`src/rtl/load_store_queue.sv`:
```
// In-order load/store queue sitting between issue and the memory controller.
// Memory ops wait in a circular FIFO, pick up operands from the CDB and execute
// one at a time from the head. Loads report on out_*. A store first reports
// completion to the ROB (out_value 0), then writes memory once committed.
//
// Ports
//   clk_in, rst_in        clock, synchronous active-low reset
//   rdy_in                global enable; low freezes all state
//   issue_*               new op (op, ROB tag, base v1/q1, store data v2/q2, offset)
//   lsq_full              queue holds DEPTH entries; issue is ignored
//   cdb_*                 operand wakeup broadcast
//   commit_store          ROB commits the oldest store
//   rob_head              current ROB head (IO-safe build only)
//   flush                 mispredict; drops every uncommitted entry
//   mem_*                 request/response handshake with the memory controller
//   out_valid/rob/value   result pulse to the RS bypass and ROB
//
// Build option: define LSQ_IO_SAFE_EN to hold loads at or above IO_BASE until
// they reach the ROB head, so IO reads are never speculative.
module load_store_queue #(
  parameter int unsigned DEPTH   = 16,
  parameter int unsigned ROB_W   = 4,
  parameter logic [31:0] IO_BASE = 32'h30000
) (
  input  logic             clk_in,
  input  logic             rst_in,
  input  logic             rdy_in,
  input  logic             issue_valid,
  input  logic [2:0]       issue_op,
  input  logic [ROB_W-1:0] issue_rob,
  input  logic             issue_q1_rdy,
  input  logic [31:0]      issue_v1,
  input  logic [ROB_W-1:0] issue_q1,
  input  logic             issue_q2_rdy,
  input  logic [31:0]      issue_v2,
  input  logic [ROB_W-1:0] issue_q2,
  input  logic [31:0]      issue_imm,
  output logic             lsq_full,
  input  logic             cdb_valid,
  input  logic [ROB_W-1:0] cdb_rob,
  input  logic [31:0]      cdb_value,
  input  logic             commit_store,
  input  logic [ROB_W-1:0] rob_head,
  input  logic             flush,
  output logic             mem_req,
  output logic             mem_rw,
  output logic [1:0]       mem_width,
  output logic [31:0]      mem_addr,
  output logic [31:0]      mem_wdata,
  input  logic             mem_done,
  input  logic [31:0]      mem_rdata,
  output logic             out_valid,
  output logic [ROB_W-1:0] out_rob,
  output logic [31:0]      out_value
);

  localparam int unsigned PtrW = $clog2(DEPTH);
  localparam int unsigned CntW = PtrW + 1;

  typedef enum logic {StIdle, StWait} state_e;

  // Entry storage
  logic [2:0]       ent_op_q  [DEPTH];
  logic [ROB_W-1:0] ent_rob_q [DEPTH];
  logic [ROB_W-1:0] ent_q1_q  [DEPTH];
  logic [ROB_W-1:0] ent_q2_q  [DEPTH];
  logic [31:0]      ent_v1_q  [DEPTH];
  logic [31:0]      ent_v2_q  [DEPTH];
  logic [31:0]      ent_imm_q [DEPTH];
  logic [DEPTH-1:0] ent_r1_q, ent_r2_q, ent_rep_q;

  // Control state
  state_e          state_q, state_d;
  logic [PtrW-1:0] head_q, head_d, tail_q, tail_d;
  logic [CntW-1:0] count_q, count_d;
  // Committed stores still queued; they always sit contiguously at the head
  logic [CntW-1:0] commit_cnt_q, commit_cnt_d;
  // In-flight load was flushed: finish the handshake but drop the result
  logic            kill_q, kill_d;

  logic             mem_req_q, mem_req_d, mem_rw_q, mem_rw_d;
  logic [1:0]       mem_width_q, mem_width_d;
  logic [31:0]      mem_addr_q, mem_addr_d, mem_wdata_q, mem_wdata_d;
  logic             out_valid_q, out_valid_d;
  logic [ROB_W-1:0] out_rob_q, out_rob_d;
  logic [31:0]      out_value_q, out_value_d;

  logic             push, pop, store_pop, set_rep;
  logic             iss_hit1, iss_hit2;
  logic [2:0]       head_op;
  logic             head_store, head_r1, head_r2, head_rep;
  logic [31:0]      head_addr, load_ext;
  logic [1:0]       head_width;
  logic             io_ok;

  assign lsq_full  = (count_q == CntW'(DEPTH));
  assign mem_req   = mem_req_q;
  assign mem_rw    = mem_rw_q;
  assign mem_width = mem_width_q;
  assign mem_addr  = mem_addr_q;
  assign mem_wdata = mem_wdata_q;
  assign out_valid = out_valid_q;
  assign out_rob   = out_rob_q;
  assign out_value = out_value_q;

  assign iss_hit1   = cdb_valid && (issue_q1 == cdb_rob);
  assign iss_hit2   = cdb_valid && (issue_q2 == cdb_rob);
  assign head_op    = ent_op_q[head_q];
  assign head_store = (head_op == 3'd3) || (head_op == 3'd6) || (head_op == 3'd7);
  assign head_r1    = ent_r1_q[head_q];
  assign head_r2    = ent_r2_q[head_q];
  assign head_rep   = ent_rep_q[head_q];
  assign head_addr  = ent_v1_q[head_q] + ent_imm_q[head_q];

`ifdef LSQ_IO_SAFE_EN
  assign io_ok = (head_addr < IO_BASE) || (rob_head == ent_rob_q[head_q]);
`else
  logic unused_io;
  assign unused_io = ^{rob_head, IO_BASE};
  assign io_ok     = 1'b1;
`endif

  always_comb begin
    case (head_op)
      3'd0, 3'd3, 3'd4: head_width = 2'd0;
      3'd1, 3'd5, 3'd6: head_width = 2'd1;
      default:          head_width = 2'd2;
    endcase
  end

  always_comb begin
    case (head_op)
      3'd0:    load_ext = {{24{mem_rdata[7]}}, mem_rdata[7:0]};
      3'd4:    load_ext = {24'b0, mem_rdata[7:0]};
      3'd1:    load_ext = {{16{mem_rdata[15]}}, mem_rdata[15:0]};
      3'd5:    load_ext = {16'b0, mem_rdata[15:0]};
      default: load_ext = mem_rdata;
    endcase
  end

  always_comb begin
    state_d      = state_q;
    head_d       = head_q;
    tail_d       = tail_q;
    count_d      = count_q;
    commit_cnt_d = commit_cnt_q;
    kill_d       = kill_q;
    mem_req_d    = mem_req_q;
    mem_rw_d     = mem_rw_q;
    mem_width_d  = mem_width_q;
    mem_addr_d   = mem_addr_q;
    mem_wdata_d  = mem_wdata_q;
    out_valid_d  = 1'b0;
    out_rob_d    = out_rob_q;
    out_value_d  = out_value_q;
    set_rep      = 1'b0;
    pop          = 1'b0;
    store_pop    = 1'b0;
    push         = issue_valid && !lsq_full && !flush;

    case (state_q)
      StIdle: begin
        // Head is held back on a flush cycle; a surviving committed store starts next cycle
        if (count_q != '0 && !flush) begin
          if (!head_store) begin
            if (head_r1 && io_ok) begin
              mem_req_d   = 1'b1;
              mem_rw_d    = 1'b0;
              mem_addr_d  = head_addr;
              mem_width_d = head_width;
              mem_wdata_d = '0;
              state_d     = StWait;
            end
          end else if (!head_rep) begin
            if (head_r1 && head_r2) begin
              out_valid_d = 1'b1;
              out_rob_d   = ent_rob_q[head_q];
              out_value_d = '0;
              set_rep     = 1'b1;
            end
          end else if (commit_cnt_q != '0) begin
            mem_req_d   = 1'b1;
            mem_rw_d    = 1'b1;
            mem_addr_d  = head_addr;
            mem_width_d = head_width;
            mem_wdata_d = ent_v2_q[head_q];
            state_d     = StWait;
          end
        end
      end
      StWait: begin
        if (mem_done) begin
          mem_req_d = 1'b0;
          state_d   = StIdle;
          kill_d    = 1'b0;
          if (!kill_q) begin
            pop       = 1'b1;
            store_pop = mem_rw_q;
            if (!mem_rw_q && !flush) begin
              out_valid_d = 1'b1;
              out_rob_d   = ent_rob_q[head_q];
              out_value_d = load_ext;
            end
          end
        end else if (flush && !mem_rw_q) begin
          kill_d = 1'b1;
        end
      end
      default: state_d = StIdle;
    endcase

    if (pop)          head_d       = head_q + PtrW'(1);
    if (store_pop)    commit_cnt_d = commit_cnt_q - CntW'(1);
    if (commit_store) commit_cnt_d = commit_cnt_d + CntW'(1);

    if (flush) begin
      count_d = commit_cnt_d;
      tail_d  = head_d + commit_cnt_d[PtrW-1:0];
    end else begin
      if (push) tail_d = tail_q + PtrW'(1);
      count_d = count_q + CntW'(push) - CntW'(pop);
    end
  end

  always_ff @(posedge clk_in) begin
    if (!rst_in) begin
      state_q      <= StIdle;
      head_q       <= '0;
      tail_q       <= '0;
      count_q      <= '0;
      commit_cnt_q <= '0;
      kill_q       <= 1'b0;
      mem_req_q    <= 1'b0;
      mem_rw_q     <= 1'b0;
      mem_width_q  <= '0;
      mem_addr_q   <= '0;
      mem_wdata_q  <= '0;
      out_valid_q  <= 1'b0;
      out_rob_q    <= '0;
      out_value_q  <= '0;
    end else if (rdy_in) begin
      state_q      <= state_d;
      head_q       <= head_d;
      tail_q       <= tail_d;
      count_q      <= count_d;
      commit_cnt_q <= commit_cnt_d;
      kill_q       <= kill_d;
      mem_req_q    <= mem_req_d;
      mem_rw_q     <= mem_rw_d;
      mem_width_q  <= mem_width_d;
      mem_addr_q   <= mem_addr_d;
      mem_wdata_q  <= mem_wdata_d;
      out_valid_q  <= out_valid_d;
      out_rob_q    <= out_rob_d;
      out_value_q  <= out_value_d;
    end
  end

  // Entry payload needs no reset: occupancy is defined by head/count alone
  always_ff @(posedge clk_in) begin
    if (rdy_in) begin
      for (int i = 0; i < DEPTH; i++) begin
        if (cdb_valid && !ent_r1_q[i] && ent_q1_q[i] == cdb_rob) begin
          ent_r1_q[i] <= 1'b1;
          ent_v1_q[i] <= cdb_value;
        end
        if (cdb_valid && !ent_r2_q[i] && ent_q2_q[i] == cdb_rob) begin
          ent_r2_q[i] <= 1'b1;
          ent_v2_q[i] <= cdb_value;
        end
      end
      if (set_rep) ent_rep_q[head_q] <= 1'b1;
      if (push) begin
        ent_op_q[tail_q]  <= issue_op;
        ent_rob_q[tail_q] <= issue_rob;
        ent_q1_q[tail_q]  <= issue_q1;
        ent_q2_q[tail_q]  <= issue_q2;
        ent_imm_q[tail_q] <= issue_imm;
        ent_rep_q[tail_q] <= 1'b0;
        ent_r1_q[tail_q]  <= issue_q1_rdy || iss_hit1;
        ent_v1_q[tail_q]  <= issue_q1_rdy ? issue_v1 : cdb_value;
        ent_r2_q[tail_q]  <= issue_q2_rdy || iss_hit2;
        ent_v2_q[tail_q]  <= issue_q2_rdy ? issue_v2 : cdb_value;
      end
    end
  end

endmodule

```
`config.mk`:
```
export PLATFORM = sky130hd
export DESIGN_NAME = load_store_queue
export DESIGN_NICKNAME = d
export VERILOG_FILES = /design/src/rtl/load_store_queue.sv
export SDC_FILE = /design/constraint.sdc
export NUM_CORES = 2
export LEC_CHECK = 0
export CORE_MARGIN = 10
export CORE_UTILIZATION = 25
export CTS_BUF_LIST = sky130_fd_sc_hd__clkbuf_4 sky130_fd_sc_hd__clkbuf_8
export DETAILED_ROUTE_END_ITERATION = 7
export PLACE_DENSITY = 0.4
export SETUP_SLACK_MARGIN = 0.02
export SYNTH_ARGS = -nofsm -noshare
export SYNTH_HDL_FRONTEND = slang
export SYNTH_SLANG_ARGS = --single-unit
```
`constraint.sdc`:
```
create_clock -name clk_in -period 7.41 [get_ports clk_in]
set_input_delay 1.8525 -clock clk_in [delete_from_list [all_inputs] [get_ports clk_in]]
set_output_delay 1.8525 -clock clk_in [all_outputs]
set_load 0.02 [all_outputs]
```
==> out/results.txt <==
Post-Synthesis Cells: 5725
Post-synthesis compound-gate area fraction: 8.39%
Max VDD drop: 0.133 mV
Largest net degree at the start of global routing: 127
Slew at the pin with the worst max-slew slack: 1350 ps
Startpoint Class: flip-flop
CTS Root Cell: clkbuf_8
CTS resizes: 0
DRC viols: 0
Pre-CTS WS: 1320 ps
Post-synth top cells: edfxtp_1, a21oi_1, nor2_1
Starting Density: 25.1%
# IOs: 299
Clock Skews: 66.6 ps
Main combinational cell family by area after synthesis: multiplexers
Fillers: 34500
CP Max Fanout: 37
Flops & latches, synth: 1953
Layout area overhead: 19.2%
Sequential fraction of the synthesis area: 66.5%
Synth Warn #: 0
Worst hold margin: 452 ps
Die Height: 607 um
Cell taking the most area after synthesis: edfxtp_1
Synth Area in Simple Gates: 5.25%
Pwr/cell area: 240 nW/um^2
Synth Area in XOR/XNOR: 1.79%
DR WL/cell: 30.1 um
Worst EP arrival: 6370 ps
Worst slew margin: 9.05%
# rows: 215
Gr ovfl total: 0
EDFF count, synth: 1824
Syn_nets: 5972
RSZ-0062 raised after global routing: no
DR iter-0 viols: 5647
CTS sink cnt: 1953
Largest cells by area after synthesis: edfxtp_1, mux4_2, a21oi_1
Placed insts: 10300
Vias after detailed routing: 54900
Die area: 369000 um^2
Finished Layout Cells: 11000
Netlist cell types: 66
Multiplexer share of the synthesized area: 14.7%
Setup Buffers After CTS: 0
Area occupied by multi-input gates: 27000 um^2
PortBufs: 294
Top FF cell, synth: edfxtp_1
Avg Vias per Cell: 5.00
Slew Viols, Final: 0
Crit Path Category: flip-flop to flip-flop
Vias in the first global route: 55300
TritonCTS Buffers: 362
Worst skew pair latency: 1070 ps
Synthesized cell area: 86300 um^2
Worst Slack Setup Final: 1930 ps
Hold buffer count at CTS: 0
Total GRT Usage: 17.1%
Worst Setup End Kind: flip-flop
Top-count cell post-synth: edfxtp_1
TritonCTS clock tree: done
Max-Cap Viols: 0
Async set-reset flop share out of synthesis: 0%
Hold Crit Class: flip-flop to flip-flop
Post-Route WL: 330 mm
DP HPWL: 202 mm
Critical Path RT: 8300 ps
Initial antenna violation count: 31
Hold Vio Cnt, Final: 0
FF+latch area: 57400 um^2
CTS H-tree lvls: 5
Period utilisation layout: 73.9%
Run status: complete, no violations
Final setup fails: 0
GPL Wtd Cong: 0.765
Post-DRT Antenna Nets: 0
Syn avg cell area: 15.1 um^2
Die width: 607 um
Clock Path Buffers: 4
Peak Freq: 183 MHz
Final setup TNS: 0 ps
Nets@finish: 6360
Fraction of layout cells with a size suffix above 1: 22.3%
Worst-path clk slew: 70 ps
Global-route wire length before repair: 451 mm
Synth Area in Adders: 0.809%
Leakage: 32.0 nW
DRT Pass-1 Iters: 6
Core ar.: 343000 um^2
Share of the synthesized area in the top cell type: 63.5%
Tmin final: 5480 ps
stage by stage:
step                utilization (%)  instance area, um^2  total power [W]
detailed placement             27.9                95600           0.0143
finish                         30.0               103000           0.0247
floorplan                         -                86300           0.0135
CTS                            30.0               103000           0.0250
global route                   30.0               103000           0.0256
global placement               27.9                95600           0.0143
cell usage in the layout (no fill, tap or decap), drive strengths merged, types with 14 or more instances in the layout:
master,count
edfxtp,1824
a21oi,1150
nor2,628
mux4,525
clkbuf,506
clkdlybuf4s50,286
buf,251
dfxtp,129
xnor2,119
clkinv,118
nand3,83
nand2,81
mux2i,80
o21ai,74
inv,60
xor2,57
nor3,53
ha,51
nor4b,35
o21a,35
nand2b,33
nor3b,33
and2,22
a22o,16
o31ai,15
a211oi,14
area by class of cell:
class | instances | area share (%)
diodes | 10 | 0.0243
clock buffers | 506 | 6.03
clock inverters | 146 | 1.00
inverters | 45 | 0.167
multi-input cells | 3214 | 26.3
flip-flops and latches | 1953 | 55.8
well taps | 4557 | 5.54
repair buffers | 537 | 5.17
flip-flops by register name, indices dropped and copies added (netlist names), 32 cells and up, named ones only:
name / count
ent_op_q: 48
ent_v1_q: 512
ent_v2_q: 512
out_value: 32
mem_wdata: 32
ent_rob_q: 64
ent_imm_q: 512
ent_q1_q: 64
mem_addr: 32
ent_q2_q: 64
final timing paths:
kind	endpoint	slack (ps)	cells past startpoint	from
hold reg to reg	mem_addr[9]	450	2	mem_addr[9]
setup reg to reg	mem_addr[30]	1930	10	flip-flop
setup / recovery	mem_addr[30]	1930	10	flip-flop
hold / removal	mem_addr[9]	450	2	mem_addr[9]
worst max-delay path: stages, from the launching register on:
cell	delay, ps
dfxtp_4	730
buf_4	750
mux4_2	630
mux4_2	760
o21ai_4	200
buf_4	510
mux2_4	700
buf_4	530
nor4b_1	110
a31oi_1	170
o211ai_1	110
report_power, final:
group | internal (W) | leakage [nW] | switching, W
logic | 0.000651 | 10.6 | 0.00117
registers | 0.0122 | 17.5 | 0.0000504
clock network | 0.00574 | 3.83 | 0.00490
total | 0.0186 | 32.0 | 0.00612
layer usage:
layer,share of wire (%),track usage (%),up-vias
met5,0.010,0,-
met4,2.6,4.16,6
met3,5.6,2.40,486
met2,47,28.0,2066
met1,45,24.0,29100
li1,-,-,23200
cell families (layout without fill, tap and decap cells):
group | after synthesis | count (layout)
compound gates | 1366 | 1366
flops | 1953 | 1953
xor+xnor | 176 | 176
mux | 610 | 610
simple gates | 1008 | 1008
fa+ha+maj | 54 | 54
buf+inv | 558 | 1234
other cells | 0 | 10
Power figures use the tool's default switching activity.
